<file path="config.mk">
export PLATFORM = sky130hd
export DESIGN_NAME = espirometro_control
export DESIGN_NICKNAME = d
export VERILOG_FILES = /design/src/rtl/espirometro_control.sv
export SDC_FILE = /design/constraint.sdc
export NUM_CORES = 1
export LEC_CHECK = 0
export ABC_CLOCK_PERIOD_IN_PS = 4710
export BUFFER_PORTS_ARGS = -buffer_cell sky130_fd_sc_hd__buf_2
export CORE_MARGIN = 5
export CORE_UTILIZATION = 55
export CTS_CLUSTER_DIAMETER = 50
export CTS_CLUSTER_SIZE = 40
export DETAILED_ROUTE_END_ITERATION = 6
export PLACE_DENSITY = 0.75
export SLEW_MARGIN = 25
export SYNTH_ARGS = -nofsm -noshare
export SYNTH_HDL_FRONTEND = slang
export SYNTH_SLANG_ARGS = --single-unit
</file>
<file path="constraint.sdc">
create_clock -name Clk -period 4.71 [get_ports Clk]
set_input_delay 0.2355 -clock Clk [delete_from_list [all_inputs] [get_ports Clk]]
set_output_delay 0.2355 -clock Clk [all_outputs]
set_load 0.01 [all_outputs]
</file>
<file path="src/rtl/espirometro_control.sv">
// espirometro_control: spirometer measurement sequencer with clock-enable divider
// Ports: Clk/Rst (sync, active-high); iStart start/acknowledge; iAbort abandon;
//        iSampleValid/ivFlow flow samples; oCE datapath tick; ovStateMachine state;
//        ovVolume last volume; oDone in FIN; oTimeout FIN reached by timeout.
// Optional: define ESPIROMETRO_TIMEOUT_EN to compile in the sample timeout.
module espirometro_control #(
    parameter int unsigned CE_DIV        = 50000,
    parameter int unsigned NUM_SAMPLES   = 200,
    parameter int unsigned TIMEOUT_TICKS = 1000
) (
    input  logic        Clk,
    input  logic        Rst,
    input  logic        iStart,
    input  logic        iAbort,
    input  logic        iSampleValid,
    input  logic [7:0]  ivFlow,
    output logic        oCE,
    output logic [1:0]  ovStateMachine,
    output logic [15:0] ovVolume,
    output logic        oDone,
    output logic        oTimeout
);
    localparam int unsigned CW = $clog2(CE_DIV);

    typedef enum logic [1:0] {PESO = 2'd0, MIDE = 2'd1, CALC = 2'd2, FIN = 2'd3} tState;

    tState       state, nextState;
    logic [CW-1:0] ceCnt;
    logic [15:0] acc, nextAcc;
    logic [15:0] sampleCnt, nextCnt;
    logic [15:0] volume, nextVolume;
    logic        timeoutFlag, nextTimeout;
    logic [16:0] sum, cntInc;

    if (TIMEOUT_TICKS < 1) begin : gBadTimeout
        $error("TIMEOUT_TICKS must be at least 1");
    end

`ifdef ESPIROMETRO_TIMEOUT_EN
    localparam int unsigned TW = $clog2(TIMEOUT_TICKS + 1);
    logic [TW-1:0] toCnt, nextTo, toInc;
    assign toInc = toCnt + 1'b1;
`endif

    assign oCE            = (ceCnt == CW'(CE_DIV - 1));
    assign ovStateMachine = state;
    assign ovVolume       = volume;
    assign oDone          = (state == FIN);
    assign oTimeout       = timeoutFlag;
    assign sum            = {1'b0, acc} + {9'd0, ivFlow};
    assign cntInc         = {1'b0, sampleCnt} + 17'd1;

    always_ff @(posedge Clk) begin
        if (Rst) begin
            state       <= PESO;
            ceCnt       <= '0;
            acc         <= '0;
            sampleCnt   <= '0;
            volume      <= '0;
            timeoutFlag <= 1'b0;
`ifdef ESPIROMETRO_TIMEOUT_EN
            toCnt       <= '0;
`endif
        end else begin
            state       <= nextState;
            ceCnt       <= oCE ? '0 : ceCnt + 1'b1;
            acc         <= nextAcc;
            sampleCnt   <= nextCnt;
            volume      <= nextVolume;
            timeoutFlag <= nextTimeout;
`ifdef ESPIROMETRO_TIMEOUT_EN
            toCnt       <= nextTo;
`endif
        end
    end

    always_comb begin
        nextState   = state;
        nextAcc     = acc;
        nextCnt     = sampleCnt;
        nextVolume  = volume;
        nextTimeout = timeoutFlag;
`ifdef ESPIROMETRO_TIMEOUT_EN
        nextTo      = toCnt;
`endif
        case (state)
            PESO: if (iStart) begin
                nextState = MIDE;
                nextAcc   = '0;
                nextCnt   = '0;
`ifdef ESPIROMETRO_TIMEOUT_EN
                nextTo    = '0;
`endif
            end
            MIDE: if (iAbort) begin
                nextState = PESO;
                nextAcc   = '0;
            end else if (iSampleValid) begin
                // saturate instead of wrapping so overflow reads as full scale
                nextAcc = sum[16] ? 16'hFFFF : sum[15:0];
                nextCnt = cntInc[15:0];
`ifdef ESPIROMETRO_TIMEOUT_EN
                nextTo  = '0;
`endif
                if (cntInc == 17'(NUM_SAMPLES)) nextState = CALC;
`ifdef ESPIROMETRO_TIMEOUT_EN
            end else if (oCE) begin
                nextTo = toInc;
                if (toInc == TW'(TIMEOUT_TICKS)) begin
                    nextState   = FIN;
                    nextTimeout = 1'b1;
                end
`endif
            end
            CALC: if (iAbort) begin
                nextState = PESO;
                nextAcc   = '0;
            end else begin
                nextState   = FIN;
                nextVolume  = acc;
                nextTimeout = 1'b0;
            end
            FIN: if (iStart) begin
                nextState   = PESO;
                nextTimeout = 1'b0;
            end
            default: nextState = PESO;
        endcase
    end
endmodule

</file>
==> flow_summary.ini, run 1 <==
[clock_tree]
numClockSinks = 66
cts_setup_buffers = 0
tritoncts = yes
cts-root-buf = clkbuf_8
hold_buffers = 0
ctsResizeCount = 0
clk_pin_slew_ps = 80
clk_path_buf_depth = 2
cts.htree.levels = 3
clk_latency_ps = 340
cts_buffers = 9

[logic_synthesis]
synth_fp_nets = 475
ys_ff_latch = 66
syn_area_um2 = 3510
synth_xor_area_share_pct = 5.75
synth_fa_ha_area_share_pct = 4.50
synth_top_family_by_area = simple AND/OR/NAND/NOR gates
synth_edf_count = 0
synthCells = 450
synthFlopType = dfxtp_1
yosys.area_share.simple_pct = 27.8
async_reset_ff_share_pct = 0
synth_compound_area_share_pct = 20.2
yosysSeqAreaShare_pct = 37.7
postSynthAreaPerCell_um2 = 7.79
muxShareOfSynthArea_pct = 0
ys_warn_count = 0
yosysUniqueCellTypes = 54

[routing]
drcViolationCount = 0
drt_first_pass_iters = 4
wl_mm = 7.60
via_per_inst = 5.86
vias = 3219
routedWlPerCell_um = 13.8
drtIter0Drc = 222
ant_nets = 0

[worst_setup_path]
cp.arrival_ps = 2700
cp_max_fo = 10
crit_family = simple AND/OR/NAND/NOR gates
timing.critical_path.buf_inv = 0
start_kind = flip-flop
r2r-start = sampleCnt[0]
endpoint_kind = flip-flop
crit_slowest_cell = or4_1
reg2reg_depth = 7
worst_path_largest_cell_delay_ps = 560
critPathLaunch = sampleCnt[0]
critPathKind = flip-flop to flip-flop
path_depth = 7
rr_endpoint = ovStateMachine[0]
endpoint = ovStateMachine[0]
crit_required_ps = 4910
crit_chain = ha_1 -> nand3_2 -> xnor2_1 -> a41oi_1 -> or4_1 -> nor4_2 -> o31ai_1
r2r_slack_ps = 2210

[finish]
fill_cells = 590
area_growth_pct = 9.67
antennaDiodeCount = 0
num-nets-final = 492
drive_gt1_share_pct = 11.7

[timing]
fin_skew_ps = 6.87
hold-worst-slack_ps = 208
fin_crit_sh_pct = 53.1
fin_setup_tns_ps = 0
maxSlewHeadroom_pct = 40.1
period_minus_slack_ps = 2500
setup_viol = 0
rsz0062_at_grt = no
fmax_ghz = 0.400
maxSlewViolCount = 0
tightest_slew_ps = 898
hold_viol_final = 0

[global_route]
antenna_found_initial = 0
grt_pass1_vias = 2835
track_usage_pct = 18.8
grt_pass1_wl_mm = 13.0
grt-busiest-layer = met2
grt_max_degree = 44
met3_usage_pct = 3.34
gr-usage-met1_pct = 25.5
overflow = 0
met2_usage_pct = 29.7

[power_and_ir_drop]
p_sw_share_pct = 24.6
p_leak_nw = 1.42
vdd_drop_max_mv = 0.230
p_int_w = 0.000860
p_clk_share_pct = 44.6
pwr-share-seq_pct = 49.7
p_sw_w = 0.000280
power.density_nw_per_um2 = 297
pwr-share-comb_pct = 5.7

[flow_run]
maxCapViolCount = 0

[placed_design]
gp_congestion = 0.922
place_hpwl_mm = 5.30
portBuffers = 32

[floorplanning]
start_util_pct = 55.9
num_rows = 29
die_area_um2 = 8070
coreArea_um2 = 6280
die_w_um = 89.8
die_height_um = 89.8
io_pins = 34

[worst_hold_path]
hold_class = input port to flip-flop
min_from = iStart

[status]
status = finished clean
-- synth_stat cells, types with 4 or more instances --
cell      number  area (um2)
nand2_1       75         282
dfxtp_1       66        1320
nor2_1        52         195
a21oi_1       40         200
o21ai_0       24         120
clkbuf_1      16        60.1
nand3_1       15        75.1
xnor2_1       13         114
ha_1          11         138
xor2_1        10        87.6
a311oi_1       8        70.1
nand4_1        8        50.1
nor3_1         8        40.0
and2_1         7        43.8
nand2b_1       7        43.8
or3_1          7        43.8
a211oi_1       6        45.0
a31oi_1        6        37.5
a21o_1         5        37.5
a41oi_1        4        35.0
and4_1         4        35.0
buf_2          4        20.0
-- power groups by stage --
| stage | registers (W) | clock network [W] | logic (W) |
|---|---|---|---|
| global placement | 0.000580 | 0 | 0.0000634 |
| CTS | 0.000567 | 0.000514 | 0.0000644 |
| finish | 0.000567 | 0.000509 | 0.0000647 |
| global route | 0.000568 | 0.000542 | 0.0000731 |
| detailed placement | 0.000580 | 0 | 0.0000640 |
| floorplan | 0.000580 | 0 | 0.0000472 |
-- kinds of logic (layout without fill, tap and decap cells) --
group / after synthesis / count (layout)
compound gates: 114 / 114
xor+xnor: 23 / 23
fa+ha+maj: 12 / 12
buf+inv: 29 / 51
flops: 66 / 66
other cells: 1 / 1
simple gates: 205 / 205
-- worst min-delay path: cells and delay by family --
kind / cells / cell delay (ps)
buffers and inverters: 1 / 110
AOI/OAI and AO/OA: 2 / 170
-- sequential cells by signal, indices dropped and copies added (netlist names) --
| name | cells |
|---|---|
| ceCnt | 16 |
| ovVolume | 16 |
| acc | 16 |
| sampleCnt | 16 |
| ovStateMachine | 2 |
-- layout by cell type (no fill, tap or decap), types with 3 or more instances in the layout --
master / instances
nor3b_1: 3
and4_1: 4
a21o_1: 5
nand2_1: 75
a31oi_1: 6
and2_1: 7
inv_1: 3
dfxtp_1: 66
or3_1: 7
a41oi_1: 4
o21ai_1: 3
nand3_1: 15
nor2_1: 52
buf_2: 32
and3_1: 3
o21ai_0: 24
nor4_1: 3
nand4_1: 8
a211oi_1: 6
ha_1: 11
xor2_1: 10
a21oi_1: 40
xnor2_1: 13
nor3_1: 8
clkbuf_8: 11
a22oi_1: 3
nand2b_1: 7
a311oi_1: 8
-- worst min-delay path by stage --
stage / endpoint / cells past startpoint
3_5_place_dp: ovVolume[2] / 2
2_1_floorplan: ovStateMachine[0] / 2
4_1_cts: ovStateMachine[0] / 3
3_3_place_gp: ceCnt[0] / 1
6_report: ovStateMachine[0] / 3
5_1_grt: ovStateMachine[0] / 3
-- layout make-up --
cell class              count  area [um2]  area share [%]
inverters                   3        11.3           0.293
flip-flops and latches     66        1320            34.4
clock buffers              11         151            3.94
well taps                  77        96.3            2.51
multi-input cells         355        2040            53.2
clock inverters             5        60.1            1.56
repair buffers             32         160            4.17
-- metrics by stage --
stage | utilization, % | cell area (um2) | std cells | setup WS, ps | power [W]
2_1_floorplan | - | 3510 | 450 | 2610 | 0.000627
3_3_place_gp | 57.9 | 3630 | 533 | 2340 | 0.000643
3_5_place_dp | 57.9 | 3630 | 533 | 2250 | 0.000644
4_1_cts | 61.3 | 3840 | 549 | 2220 | 0.00115
5_1_grt | 61.3 | 3840 | 549 | 1970 | 0.00118
6_report | 61.3 | 3840 | 549 | 2210 | 0.00114
-- layer usage --
layer  share of wire, %  vias up
met5                  0        -
met4                1.4        0
met3                3.5       12
met2                 46       71
met1                 49     1502
li1                   -     1634
Note: power is estimated with default switching activity, not from simulation.
==> run 2: changes to the inputs <==
ABC_CLOCK_PERIOD_IN_PS = 2300   (was 4710)
CORE_UTILIZATION = 53   (was 55)
clock period = 2.3 ns   (was 4.71 ns; I/O delays follow)
==> flow_summary.ini, run 2 (synthesis gave the netlist of run 1 again) <==
[clock_tree]
cts.htree.levels = 3
clk_pin_slew_ps = 80
numClockSinks = 66
clk_path_buf_depth = 2
cts_buffers = 9
cts-root-buf = clkbuf_8
hold_buffers = 0
cts_setup_buffers = 0
ctsResizeCount = 0
clk_latency_ps = 350
tritoncts = yes

[timing]
rsz0062_at_grt = yes
maxSlewHeadroom_pct = 57.8
fin_skew_ps = 8.76
maxSlewViolCount = 0
hold-worst-slack_ps = 77.4
fin_crit_sh_pct = 94.0
period_minus_slack_ps = 2160
fmax_ghz = 0.462
setup_slack_ps = 137
hold_viol_final = 0
setup_viol = 0
tightest_slew_ps = 633
fin_setup_tns_ps = 0

[worst_setup_path]
crit_family = adder cells
critPathKind = flip-flop to flip-flop
endpoint_kind = flip-flop
crit_slowest_cell = fa_1
r2r_slack_ps = 140
reg2reg_depth = 8
r2r-start = acc[0]
rr_endpoint = acc[11]
start_kind = flip-flop
timing.critical_path.buf_inv = 0
crit_chain = ha_1 -> fa_1 -> a211oi_2 -> or3_1 -> a21oi_1 -> and2_4 -> o21bai_1 -> o2bb2ai_1
cp_max_fo = 11
worst_path_largest_cell_delay_ps = 440
cp.arrival_ps = 2400
crit_required_ps = 2540

[placed_design]
portBuffers = 32
placedCellCount = 547
place_hpwl_mm = 5.69
dp_slack_ps = 41.2
gp_congestion = 0.908

[global_route]
grt_max_degree = 33
overflow = 0
track_usage_pct = 20.1
antenna_found_initial = 0
grt_pass1_wl_mm = 13.9
grt_pass1_vias = 3014

[power_and_ir_drop]
p_clk_share_pct = 47.8
power.density_nw_per_um2 = 627
p_leak_nw = 1.50
pwr-share-comb_pct = 5.9
p_sw_share_pct = 22.9
pwr-share-seq_pct = 46.4
p_sw_w = 0.000575
vdd_drop_max_mv = 0.398
p_int_w = 0.00193

[worst_hold_path]
hold_class = input port to flip-flop
min_from = iStart
hold_path_depth = 3
min_to = ovStateMachine[0]

[finish]
fill_cells = 593
num-nets-final = 506
seq_area_um2 = 1320
antennaDiodeCount = 0
final_util_pct = 62.5
area_growth_pct = 13.9
multi_input_area_um2 = 2060
most-common-layout-cells = nand2_1, dfxtp_1, nor2_1
layoutNonFillerInstCount = 563
final_common_cell = nand2_1
drive_gt1_share_pct = 14.6

[routing]
drcViolationCount = 0
via_per_inst = 5.85
drtIter0Drc = 152
vias = 3294
drt_first_pass_iters = 4
routedWlPerCell_um = 14.6
ant_nets = 0
wl_mm = 8.22

[floorplanning]
die_area_um2 = 8340
die_w_um = 91.3
coreArea_um2 = 6390
start_util_pct = 54.9
die_height_um = 91.3
io_pins = 34
num_rows = 29

[flow_run]
maxCapViolCount = 0

[status]
status = finished clean
run 2: worst max-delay path by stage:
| stage | from | endpoint | depth (start not counted) |
|---|---|---|---|
| 2_1_floorplan | sampleCnt[0] | ovStateMachine[0] | 7 |
| 3_3_place_gp | acc[0] | acc[11] | 8 |
| 3_5_place_dp | acc[0] | acc[11] | 8 |
| 4_1_cts | acc[0] | acc[11] | 8 |
| 5_1_grt | acc[0] | acc[14] | 8 |
| 6_report | acc[0] | acc[11] | 8 |
run 2: stage by stage:
stage | cell area [um2] | total power, W
2_1_floorplan | 3510 | 0.00128
3_3_place_gp | 3740 | 0.00133
3_5_place_dp | 3740 | 0.00133
4_1_cts | 3980 | 0.00252
5_1_grt | 3990 | 0.00260
6_report | 3990 | 0.00250
run 2: worst reg2reg max path, cell delays in order, from the launching register on:
cell	delay (ps)
dfxtp_1	330
ha_1	220
fa_1	440
a211oi_2	280
or3_1	180
a21oi_1	110
and2_4	220
o21bai_1	160
o2bb2ai_1	120
run 2: layer usage:
layer / routed length [um] / global-route usage [%] / share of wire, % / vias to the layer above
met5: 0 / 0 / 0 / -
met4: 113 / 6.36 / 1.4 / 0
met3: 434 / 5.95 / 5.3 / 11
met2: 3890 / 32.0 / 47 / 79
met1: 3770 / 26.3 / 46 / 1542
li1: - / - / - / 1662
run 2: power groups by stage:
| stage | registers [W] | logic (W) | clock network, W |
|---|---|---|---|
| floorplan | 0.00119 | 0.0000966 | 0 |
| global placement | 0.00119 | 0.000141 | 0 |
| detailed placement | 0.00119 | 0.000144 | 0 |
| CTS | 0.00116 | 0.000146 | 0.00122 |
| global route | 0.00116 | 0.000165 | 0.00128 |
| finish | 0.00116 | 0.000147 | 0.00120 |
run 2: final cells by class:
class	count	share of cell area, %
tap	77	2.41
inverter	3	0.282
clock inverter	6	2.88
clock buffer	10	3.20
multi-input combinational	355	51.5
sequential	66	33.1
timing repair buffer	46	6.64
